File: src/rtl/hilo_div_unit.sv
// hilo_div_unit: architectural HI/LO register pair with product load,
// move-to-HI/LO, and an iterative restoring 32-bit signed/unsigned divider.
// Divides run IDLE -> CALC (one quotient bit per cycle) -> FIX (sign
// correction and HI/LO write), holding busy high for WIDTH+1 cycles.
module hilo_div_unit #(
    parameter int WIDTH = 32,
    parameter int CNT_W = 6
) (
    input  logic             clk,
    input  logic             rst_n,
    input  logic             op_valid,
    input  logic [2:0]       op,
    input  logic [WIDTH-1:0] mul_hi,
    input  logic [WIDTH-1:0] mul_lo,
    input  logic [WIDTH-1:0] rs_val,
    input  logic [WIDTH-1:0] rt_val,
    output logic             busy,
    output logic             done,
    output logic             div_by_zero,
    output logic [WIDTH-1:0] hi_out,
    output logic [WIDTH-1:0] lo_out
);

    typedef enum logic [1:0] {
        IDLE = 2'd0,
        CALC = 2'd1,
        FIX  = 2'd2
    } state_t;

    localparam logic [2:0] OP_MUL  = 3'd1;
    localparam logic [2:0] OP_DIV  = 3'd2;
    localparam logic [2:0] OP_DIVU = 3'd3;
    localparam logic [2:0] OP_MTHI = 3'd4;
    localparam logic [2:0] OP_MTLO = 3'd5;

    localparam logic [CNT_W-1:0] LAST_STEP = CNT_W'(WIDTH - 1);

    state_t             state;
    logic [WIDTH-1:0]   dvd;      // dividend magnitude, shifts out MSB-first and fills with quotient bits
    logic [WIDTH-1:0]   dvs;      // divisor magnitude
    logic [WIDTH-1:0]   rem;      // partial remainder (always < dvs, so WIDTH bits suffice)
    logic [CNT_W-1:0]   cnt;
    logic               q_neg;
    logic               r_neg;

    logic               is_signed;
    logic [WIDTH-1:0]   rs_mag;
    logic [WIDTH-1:0]   rt_mag;
    logic [WIDTH:0]     rem_sh;   // shifted remainder needs one extra bit before the compare
    logic               step_ge;
    logic [WIDTH-1:0]   rem_sub;

    // Operand magnitudes and one restoring-division step.
    always_comb begin
        // NOTE: every signal gets a default first so no path leaves it unassigned (no latch).
        is_signed = (op == OP_DIV);
        rs_mag    = rs_val;
        rt_mag    = rt_val;
        if (is_signed && rs_val[WIDTH-1]) rs_mag = -rs_val;
        if (is_signed && rt_val[WIDTH-1]) rt_mag = -rt_val;

        rem_sh  = {rem, dvd[WIDTH-1]};
        step_ge = (rem_sh >= {1'b0, dvs});
        // When step_ge holds the difference is below dvs, so modulo-2^WIDTH is exact.
        rem_sub = rem_sh[WIDTH-1:0] - dvs;
    end

    // Control FSM, divider datapath and HI/LO registers.
    always_ff @(posedge clk or negedge rst_n) begin
        if (!rst_n) begin
            // NOTE: datapath registers are reset too, so a divide aborted by reset leaves no stale state.
            state       <= IDLE;
            dvd         <= '0;
            dvs         <= '0;
            rem         <= '0;
            cnt         <= '0;
            q_neg       <= 1'b0;
            r_neg       <= 1'b0;
            busy        <= 1'b0;
            done        <= 1'b0;
            div_by_zero <= 1'b0;
            hi_out      <= '0;
            lo_out      <= '0;
        end else begin
            // NOTE: non-blocking assignments so every register samples pre-edge values.
            done        <= 1'b0;
            div_by_zero <= 1'b0;

            case (state)
                IDLE: begin
                    if (op_valid) begin
                        case (op)
                            OP_MUL: begin
                                hi_out <= mul_hi;
                                lo_out <= mul_lo;
                            end
                            OP_MTHI: hi_out <= rs_val;
                            OP_MTLO: lo_out <= rs_val;
                            OP_DIV, OP_DIVU: begin
                                if (rt_val == '0) begin
                                    done        <= 1'b1;
                                    div_by_zero <= 1'b1;
                                end else begin
                                    dvd   <= rs_mag;
                                    dvs   <= rt_mag;
                                    rem   <= '0;
                                    cnt   <= '0;
                                    q_neg <= is_signed & (rs_val[WIDTH-1] ^ rt_val[WIDTH-1]);
                                    r_neg <= is_signed & rs_val[WIDTH-1];
                                    busy  <= 1'b1;
                                    state <= CALC;
                                end
                            end
                            default: ;
                        endcase
                    end
                end

                CALC: begin
                    rem <= step_ge ? rem_sub : rem_sh[WIDTH-1:0];
                    dvd <= {dvd[WIDTH-2:0], step_ge};
                    cnt <= cnt + 1'b1;
                    if (cnt == LAST_STEP) state <= FIX;
                end

                FIX: begin
                    lo_out <= q_neg ? -dvd : dvd;
                    hi_out <= r_neg ? -rem : rem;
                    busy   <= 1'b0;
                    done   <= 1'b1;
                    state  <= IDLE;
                end

                default: state <= IDLE;
            endcase
        end
    end

endmodule

File: config.mk
export PLATFORM = sky130hd
export DESIGN_NAME = hilo_div_unit
export DESIGN_NICKNAME = d
export VERILOG_FILES = /design/src/rtl/hilo_div_unit.sv
export SDC_FILE = /design/constraint.sdc
export NUM_CORES = 1
export LEC_CHECK = 0
export CAP_MARGIN = 15
export CELL_PAD_IN_SITES_DETAIL_PLACEMENT = 1
export CELL_PAD_IN_SITES_GLOBAL_PLACEMENT = 1
export CORE_AREA = 2 2 232 143
export CTS_BUF_LIST = sky130_fd_sc_hd__clkbuf_16
export DETAILED_ROUTE_END_ITERATION = 6
export DIE_AREA = 0 0 234 145
export PLACE_DENSITY_LB_ADDON = 0.1
export SLEW_MARGIN = 20
export SYNTH_ARGS = -nofsm -noshare
export SYNTH_HDL_FRONTEND = slang
export SYNTH_SLANG_ARGS = --single-unit
File: constraint.sdc
create_clock -name clk -period 3.72 [get_ports clk]
set_input_delay 0.744 -clock clk [delete_from_list [all_inputs] [get_ports clk]]
set_output_delay 0.744 -clock clk [all_outputs]
set_load 0.01 [all_outputs]
# After elaboration in Yosys (flattened, before gate mapping)
# Index checks and enable logic that the tools add are counted.
[op_classes]
div_mod_pow = 0
mul = 0
shift = 0
bitwise = 4
n_lt_le_gt_ge = 1
n_mux = 37
reduce_logical = 13
n_eq_ne = 14
addsub = 6
[op_table]
columns = ["cell", "n"]
rows = [
  ["two-way mux 32 bit", 13],
  ["case mux 32 bit (2 select lines)", 6],
  ["negation 32 bit", 4],
  ["greater-or-equal comparator 33 x 32 -> 1 bit", 1],
  ["zero test 32 bit", 1],
  ["subtractor 32 bit", 1],
  ["two-way mux 6 bit", 3],
  ["AND reduction 4 bit", 4],
  ["case mux 6 bit (2 select lines)", 1],
  ["two-way mux 2 bit", 4],
  ["two-way mux 1 bit", 7],
  ["adder 6 x 1 -> 6 bit, second input constant", 1],
  ["== test 3 x 2 -> 1 bit, second input constant", 2],
  ["== test 3 bit, second input constant", 2],
  ["== test 6 x 5 -> 1 bit, second input constant", 1],
  ["inequality test 2 bit, second input constant", 3],
  ["inequality test 3 x 1 -> 1 bit, second input constant", 2],
  ["AND reduction 3 bit", 2],
  ["case mux 1 bit (2 select lines)", 2],
  ["case mux 2 bit (2 select lines)", 1],
  ["nonzero test 2 bit", 2],
  ["== test 3 x 1 -> 1 bit, second input constant", 1],
  ["AND 1 bit", 2],
  ["== test 2 x 1 -> 1 bit, second input constant", 1],
  ["other kinds (7)", 8],
]
[totals]
input_bits = 134
latchBits = 0
ramBits = 0
out_inout_bits = 67
word_cells = 87
reg_bits = 173
mem_bits_ro = 0
memories = 0

# Logic depth before layout (Yosys ltp)
# Gate-level depths: netlist of run 1.
[logic_depth]
depth_word = 7
mapped_depth = 13
depth_no_buf = 12

# Worst setup path before layout of run 1
# OpenSTA, ideal clock, no wires.
[synth_timing]
path_type = "input port to flip-flop"
startpoint = "input port rt_val[0]"
endpoint = "register q_neg"
n_path_buf = 2
cell_stages = 12
arrival_ps = 2909
slack_ps = 744
required_time_ps = 3653
setup_time_ps = 67
path_cell_list = "inv_1 -> ha_1 -> nor3b_1 -> and3_1 -> and4bb_1 -> and2_1 -> buf_2 -> a311o_2 -> nor2_1 -> clkbuf_1 -> nand3_1 -> nand2_1"
[synth_between]
elab_chain_cells = 3
[synth_rtl]
columns = ["item", "line_no", "rtl"]
rows = [
  ["from (decl)", "16", "input logic [WIDTH-1:0] rt_val,"],
  ["zero test 32 bit", "100", "if (rt_val == '0) begin"],
  ["inverter 1 bit (no source line)", "--", ""],
  ["AND reduction 4 bit (no source line)", "--", ""],
  ["to (signal assigned)", "108", "q_neg <= is_signed & (rs_val[WIDTH-1] ^ rt_val[WIDTH-1]);"],
  ["to (decl)", "43", "logic q_neg;"],
]
# No other way between the ends.
# A chain may end at the register's enable or synchronous reset.

# Worst setup path in the final report of run 1
[layout_timing]
startpoint = "register rem[4]"
endpoint = "register rem[1]"
[layout_between]
elab_chain_cells = 3
[layout_rtl]
columns = ["item", "line_no", "rtl"]
rows = [
  ["from (decl)", "41", "logic [WIDTH-1:0] rem;"],
  ["from (signal assigned)", "120", "rem <= step_ge ? rem_sub : rem_sh[WIDTH-1:0];"],
  ["greater-or-equal comparator 33 x 32 -> 1 bit", "63", "step_ge = (rem_sh >= {1'b0, dvs});"],
  ["two-way mux 32 bit", "120", ""],
  ["case mux 32 bit (2 select lines)", "89", "case (state)"],
]
# No other way between the ends.

==> out/metrics.cfg, run 1 <==
[global_route]
grt_antenna_before_repair=0
grt_pass1_vias=13000
grt_max_degree=56
grt-ovfl-total=0
grt_util_all_layers_pct=28.2
grt_first_pass_wirelength_mm=75.1

[worst_setup_path]
arrival_ps=3810
r2r_setup_slack_ps=260
path_cells=ha_1 > a41o_1 > a221oi_1 > nand3b_1 > a2111oi_4 > o21bai_2 > a211o_1 > nand2_1 > buf_4 > a311o_1
cp_num_buf_inv=1
worst_path_largest_cell_delay_ps=480
r2r-start=rem[4]
reg2regPathDepth=10
criticalPathCategory=reg -> reg
crit_path_start=rem[4]
r2r-end=rem[1]
cp-end-kind=flop
path_delay_family=compound AO/OA/AOI/OAI gates
worstSetupPathDepth=10
critPathMaxFanout=11
crit_required_ps=4070
slowest_stage=a211o_1
critPathLaunchType=flop
critPathCapture=rem[1]

[routing]
routed_wl_mm=47.1
detailroute.via_count=12900
dr.pass1.iters=5
drcViolationCount=0
dr.first_iter.drc_count=851
wl_per_cell_um=21.2
via_per_inst=5.80
antenna_left=0

[logic_synthesis]
synth_top_area_share_pct=33.6
netlist_instances=1603
syn_avg_cell_area_um2=8.04
async_reset_ff_share_pct=100
ys_ff_latch=173
yosys-top-cells-area=dfrtp_1 (34%), o21ai_0 (7.1%), nand2_1 (6.9%), xnor2_1 (5.0%), a21oi_1 (4.9%)
synth_cell_type_count=77
ys.flop_type=dfrtp_1
synthesis.nets=1775
synth-edff-count=0
synth_seq_area_share_pct=33.6
synth_warnings=0
yosysTopAreaCell=dfrtp_1
synthTopCellsByCount=nand2_1 (238), o21ai_0 (184), dfrtp_1 (173)
syn-cell-area_um2=12900
synth_most_common_cell=nand2_1

[timing]
tns_ps=0
final.setup_skew_ps=10.7
grt_setup_unrepaired=no
worst_slew_pin_slew_ps=973
drv_slew=0
timing.slew.headroom_pct=35.0
hold-worst-slack_ps=216
setup_viol_count_final=0
fmax_ghz=0.289
finalWorstPathRequiredPeriod_ps=3460
hold_viol_final=0
fin_crit_sh_pct=93.0

[cts]
clock_latency_ps=470
cts_resized=0
clockRootBuffer=clkbuf_16
clk_transition_reported_paths_ps=70
hold_buffers=0
cts_sinks=173
cts_setup_buffers=0
cts_tree=built
clockBufferDepth=2
cts.htree.levels=4
cts_made_buffers=17

[die]
boundaryPins=201
start_util_pct=40.5
dieArea_um2=33900
die_w_um=234
num_rows=51
core-area_um2=31800
die_h_um=145

[layout]
fin_cells=2223
layout.nets=1958
syn_to_final_growth_pct=25.7
drive_gt1_share_pct=7.06
antenna-diode-count=0
final_util_pct=50.8

[power]
power_density_nw_per_um2=867
p_total_w=0.0140
peakVddDrop_v=0.000406
power_leakage_nw=6.63

[worst_hold_path]
min_path_type=in -> async

[placement]
dp_hpwl_mm=36.3
placed_cells=2191
gp_routability_congestion=0.919
portBuffers=200

[status]
status=completed

[run]
timing.max_cap.violations=0

==> power by group <==
part	switching (W)	internal, W
clock network	0.000863	0.00106
registers	0.000943	0.00273
logic	0.00482	0.00363
==> registers in the layout (all words and copies together), names as in the netlist <==
signal,cells
dvd,32
div_by_zero,1
dvs,32
hi_out,32
rem,32
state,2
cnt,6
done,1
busy,1
r_neg,1
lo_out,32
q_neg,1
==> stage by stage <==
stage / setup slack (ps) / instance area [um^2]
5_1_grt: 44.8 / 16200
6_report: 259 / 16200
3_5_place_dp: 78.2 / 15600
2_1_floorplan: 744 / 12900
4_1_cts: 221 / 16200
3_3_place_gp: 168 / 15600
==> cell usage in the layout, fill, tap and decap left out, types with 7 or more instances in the layout <==
| master | n |
|---|---|
| and3_1 | 7 |
| a21o_1 | 10 |
| o21ai_0 | 184 |
| o31ai_1 | 25 |
| and2_1 | 17 |
| xnor2_1 | 73 |
| buf_4 | 59 |
| nand2b_1 | 9 |
| nor3_1 | 43 |
| a211oi_1 | 8 |
| inv_1 | 58 |
| dfrtp_1 | 173 |
| nor4_1 | 12 |
| ha_1 | 37 |
| o211ai_1 | 51 |
| nand4_1 | 12 |
| o41ai_1 | 8 |
| a221o_1 | 11 |
| nor2_1 | 126 |
| nand2_1 | 238 |
| nand3_1 | 12 |
| clkbuf_16 | 17 |
| clkdlybuf4s50_1 | 199 |
| or4_1 | 11 |
| a21oi_1 | 125 |
| or3_1 | 11 |
| a31oi_1 | 8 |
| mux2i_1 | 61 |
| xor2_1 | 70 |
==> worst min path at each step <==
stage	startpoint	end	slack, ps	depth (start not counted)
2_1_floorplan	rst_n	busy	450	0
3_3_place_gp	hi_out[7]	hi_out[7]	460	2
3_5_place_dp	hi_out[15]	hi_out[15]	470	2
4_1_cts	rst_n	hi_out[0]	240	1
5_1_grt	rst_n	hi_out[0]	250	1
6_report	rst_n	hi_out[0]	220	1
==> layer usage <==
metal	up-vias	routed length [um]	share of wire, %	GRT usage, %
met4	0	930	2.0	7.50
met1	6468	24000	51	43.0
met2	296	20000	42	40.6
met5	-	0	0	0
met3	56	2220	4.7	4.76
li1	6077	-	-	-
==> final cells by class <==
type / instances / area [um^2]
multi-input cells: 1271 / 7950
well taps: 424 / 531
flip-flops and latches: 173 / 4330
clock buffers: 17 / 425
fillers: 3812 / 15700
repair buffers: 265 / 2570
clock inverters: 15 / 169
inverters: 58 / 218
==> cells by family (layout without fill, tap and decap cells) <==
kind of cell | Yosys count | count (layout) | share of synthesized area, %
multiplexers | 62 | 62 | 4.83
AO/OA/AOI/OAI | 494 | 494 | 24.1
adder cells (fa/ha/maj) | 38 | 38 | 3.75
XOR/XNOR | 143 | 143 | 9.72
AND/OR/NAND/NOR | 534 | 534 | 19.0
flip-flops | 173 | 173 | 33.6
buffers and inverters | 159 | 355 | 4.99
Note: power is estimated with default switching activity, not from simulation.
==> run 2, diff against run 1 <==
--- a/config.mk
+++ b/config.mk
@@ -13,7 +13,7 @@
 export DETAILED_ROUTE_END_ITERATION = 6
 export DIE_AREA = 0 0 234 145
 export PLACE_DENSITY_LB_ADDON = 0.1
-export SLEW_MARGIN = 20
+export SLEW_MARGIN = 10
 export SYNTH_ARGS = -nofsm -noshare
 export SYNTH_HDL_FRONTEND = slang
 export SYNTH_SLANG_ARGS = --single-unit
==> results of run 2 <==
Same layout as run 1: the final DEF is identical, and so are final timing and power.
==> run 3, diff against run 2 <==
--- a/config.mk
+++ b/config.mk
@@ -9,7 +9,7 @@
 export CELL_PAD_IN_SITES_DETAIL_PLACEMENT = 1
 export CELL_PAD_IN_SITES_GLOBAL_PLACEMENT = 1
 export CORE_AREA = 2 2 232 143
-export CTS_BUF_LIST = sky130_fd_sc_hd__clkbuf_16
+export CTS_CLUSTER_SIZE = 10
 export DETAILED_ROUTE_END_ITERATION = 6
 export DIE_AREA = 0 0 234 145
 export PLACE_DENSITY_LB_ADDON = 0.1
==> run 3 against run 2 <==
  * Global-route usage about the same
  * Fmax down 0.17%
  * Combinational power about the same
  * Power up 0.22%
  * Critical path depth unchanged
  * Die area unchanged
  * Clock skew about the same
  * Worst hold slack worse by 5.9 ps
  * Routed wire length about the same
  * Sequential share of layout area about the same
  * Utilization about the same
  * Sequential power about the same
==> out/metrics.cfg, run 3 (synthesized netlist as in run 1, its figures left out) <==
[status]
status=completed

[global_route]
grt_antenna_before_repair=0  ; unchanged
grtUsageMet2_pct=40.6  ; about the same
grt_use_met1_pct=43.1  ; +0.062 points
grt_first_pass_wirelength_mm=75.2  ; about the same
grt_max_degree=56  ; unchanged
grt_util_all_layers_pct=28.2  ; +0.029 points
grt_use_met3_pct=4.76  ; unchanged
top_usage_layer=met1
grt-ovfl-total=0  ; unchanged
grt_pass1_vias=13000  ; +0.015%

[die]
dieArea_um2=33900  ; unchanged
start_util_pct=40.5  ; unchanged
num_rows=51  ; unchanged
core-area_um2=31800  ; unchanged
die_w_um=234  ; unchanged
die_h_um=145  ; unchanged
boundaryPins=201  ; unchanged

[timing]
fin_crit_sh_pct=93.2  ; +0.16 points
worst_slew_pin_slew_ps=966  ; -7.00 ps
setup_viol_count_final=0  ; unchanged
tns_ps=0  ; unchanged
timing.slew.headroom_pct=35.5  ; +0.47 points
finalWorstPathRequiredPeriod_ps=3470  ; +6.02 ps
hold_viol_final=0  ; unchanged
grt_setup_unrepaired=no
hold-worst-slack_ps=210  ; -5.94 ps
drv_slew=0  ; unchanged
final.setup_skew_ps=10.5  ; -0.166 ps
fmax_ghz=0.288  ; -0.17%

[layout]
antenna-diode-count=0  ; unchanged
drive_gt1_share_pct=7.12  ; +0.056 points
syn_to_final_growth_pct=25.7  ; about the same
multi_input_area_um2=7950  ; unchanged
layout.nets=1958  ; unchanged
final_util_pct=50.9  ; about the same
layout_commonest_cell=nand2_1
mostFrequentLayoutCells=nand2_1 (238), clkdlybuf4s50_1 (199), o21ai_0 (184), dfrtp_1 (173), nor2_1 (126)
fill_cells=3811  ; -0.026%
register_area_um2=4330  ; unchanged

[placement]
portBuffers=200  ; unchanged
gp_routability_congestion=0.919  ; unchanged
dp_hpwl_mm=36.3  ; unchanged

[cts]
cts_tree=built
clk_transition_reported_paths_ps=70  ; about the same
clockRootBuffer=clkbuf_16
cts_sinks=173  ; unchanged
cts.htree.levels=4  ; unchanged
cts_made_buffers=17  ; unchanged
clock_latency_ps=460  ; about the same
cts_setup_buffers=0  ; unchanged
clockBufferDepth=2  ; unchanged

[worst_setup_path]
criticalPathCategory=reg -> reg
arrival_ps=3820  ; about the same
crit_required_ps=4070  ; about the same
cp-end-kind=flop
critPathLaunchType=flop
critPathMaxFanout=11  ; unchanged

[routing]
via_per_inst=5.79  ; -0.19%
dr.first_iter.drc_count=866  ; +1.8%
antenna_left=0  ; unchanged
dr.pass1.iters=6  ; +1
routed_wl_mm=47.1  ; about the same
drcViolationCount=0  ; unchanged
wl_per_cell_um=21.2  ; about the same
detailroute.via_count=12900  ; -0.19%

[power]
power_leakage_nw=6.64  ; about the same
peakVddDrop_v=0.000406  ; about the same
power_density_nw_per_um2=869  ; +0.16%

[worst_hold_path]
min_path_type=in -> async

[run]
timing.max_cap.violations=0  ; unchanged

[run 3: cell count changes in the layout (fill, tap and decap cells not counted)]
| cell | before | now |
|---|---|---|
| clkinv_1 | 1 | 0 |
| clkbuf_8 | 0 | 1 |
[run 3: metrics by stage]
step | instance area [um^2] | power (W) | instances | setup slack, ps
detailed placement | 15600 | 0.0120 | 2191 | 78.2
finish | 16200 | 0.0141 | 2223 | 253
global route | 16200 | 0.0152 | 2223 | 36.2
global placement | 15600 | 0.0117 | 2191 | 168
floorplan | 12900 | 0.00907 | 1603 | 744
CTS | 16200 | 0.0140 | 2223 | 221
[run 3: final timing paths]
path	startpoint	endpoint	slack [ps]	depth (start not counted)
worst min-delay path	rst_n	hi_out[0]	210	1
worst max-delay path	rem[4]	rem[1]	250	10
worst min register to register	hi_out[15]	hi_out[15]	480	2
worst max register to register	rem[4]	rem[1]	250	10
max in group asynchronous	rst_n	dvs[31]	2550	2
min in group clk	hi_out[15]	hi_out[15]	480	2
[run 3: cell type report]
cell class,count,share of cell area [%]
Clock buffer,18,2.71
Clock inverter,14,1.02
Inverter,58,1.34
Multi-Input combinational cell,1271,49.1
Sequential cell,173,26.7
Tap cell,424,3.28
Timing Repair Buffer,265,15.8
[run 3: timing repair]
| action | 4_1_cts | 5_1_grt |
|---|---|---|
| gates resized for setup | 0 | 1 |
| hold buffers | 0 | 0 |
| setup endpoints to repair | 0 | 1 |
| hold endpoints to repair | 0 | 0 |
[run 3: critical path, stage by stage (launching register included)]
cell and delay [ps]:
dfrtp_1 470, ha_1 410, a41o_1 270, a221oi_1 330, nand3b_1 310, a2111oi_4 160, o21bai_2 200, a211o_1 480
nand2_1 140, buf_4 210, a311o_1 350
[run 3: report_power, final]
group          internal, W  leakage, nW  total (W)  switching (W)
logic              0.00363         4.27    0.00846        0.00483
clock network      0.00108        0.297    0.00194       0.000864
registers          0.00273         2.07    0.00367       0.000941
total              0.00743         6.64     0.0141        0.00664
[run 3: routing by layer]
layer  wire length [um]  share of wire, %
met1              23900                51
met2              20000                42
met3               2270               4.8
met4                907               1.9
met5                  0                 0
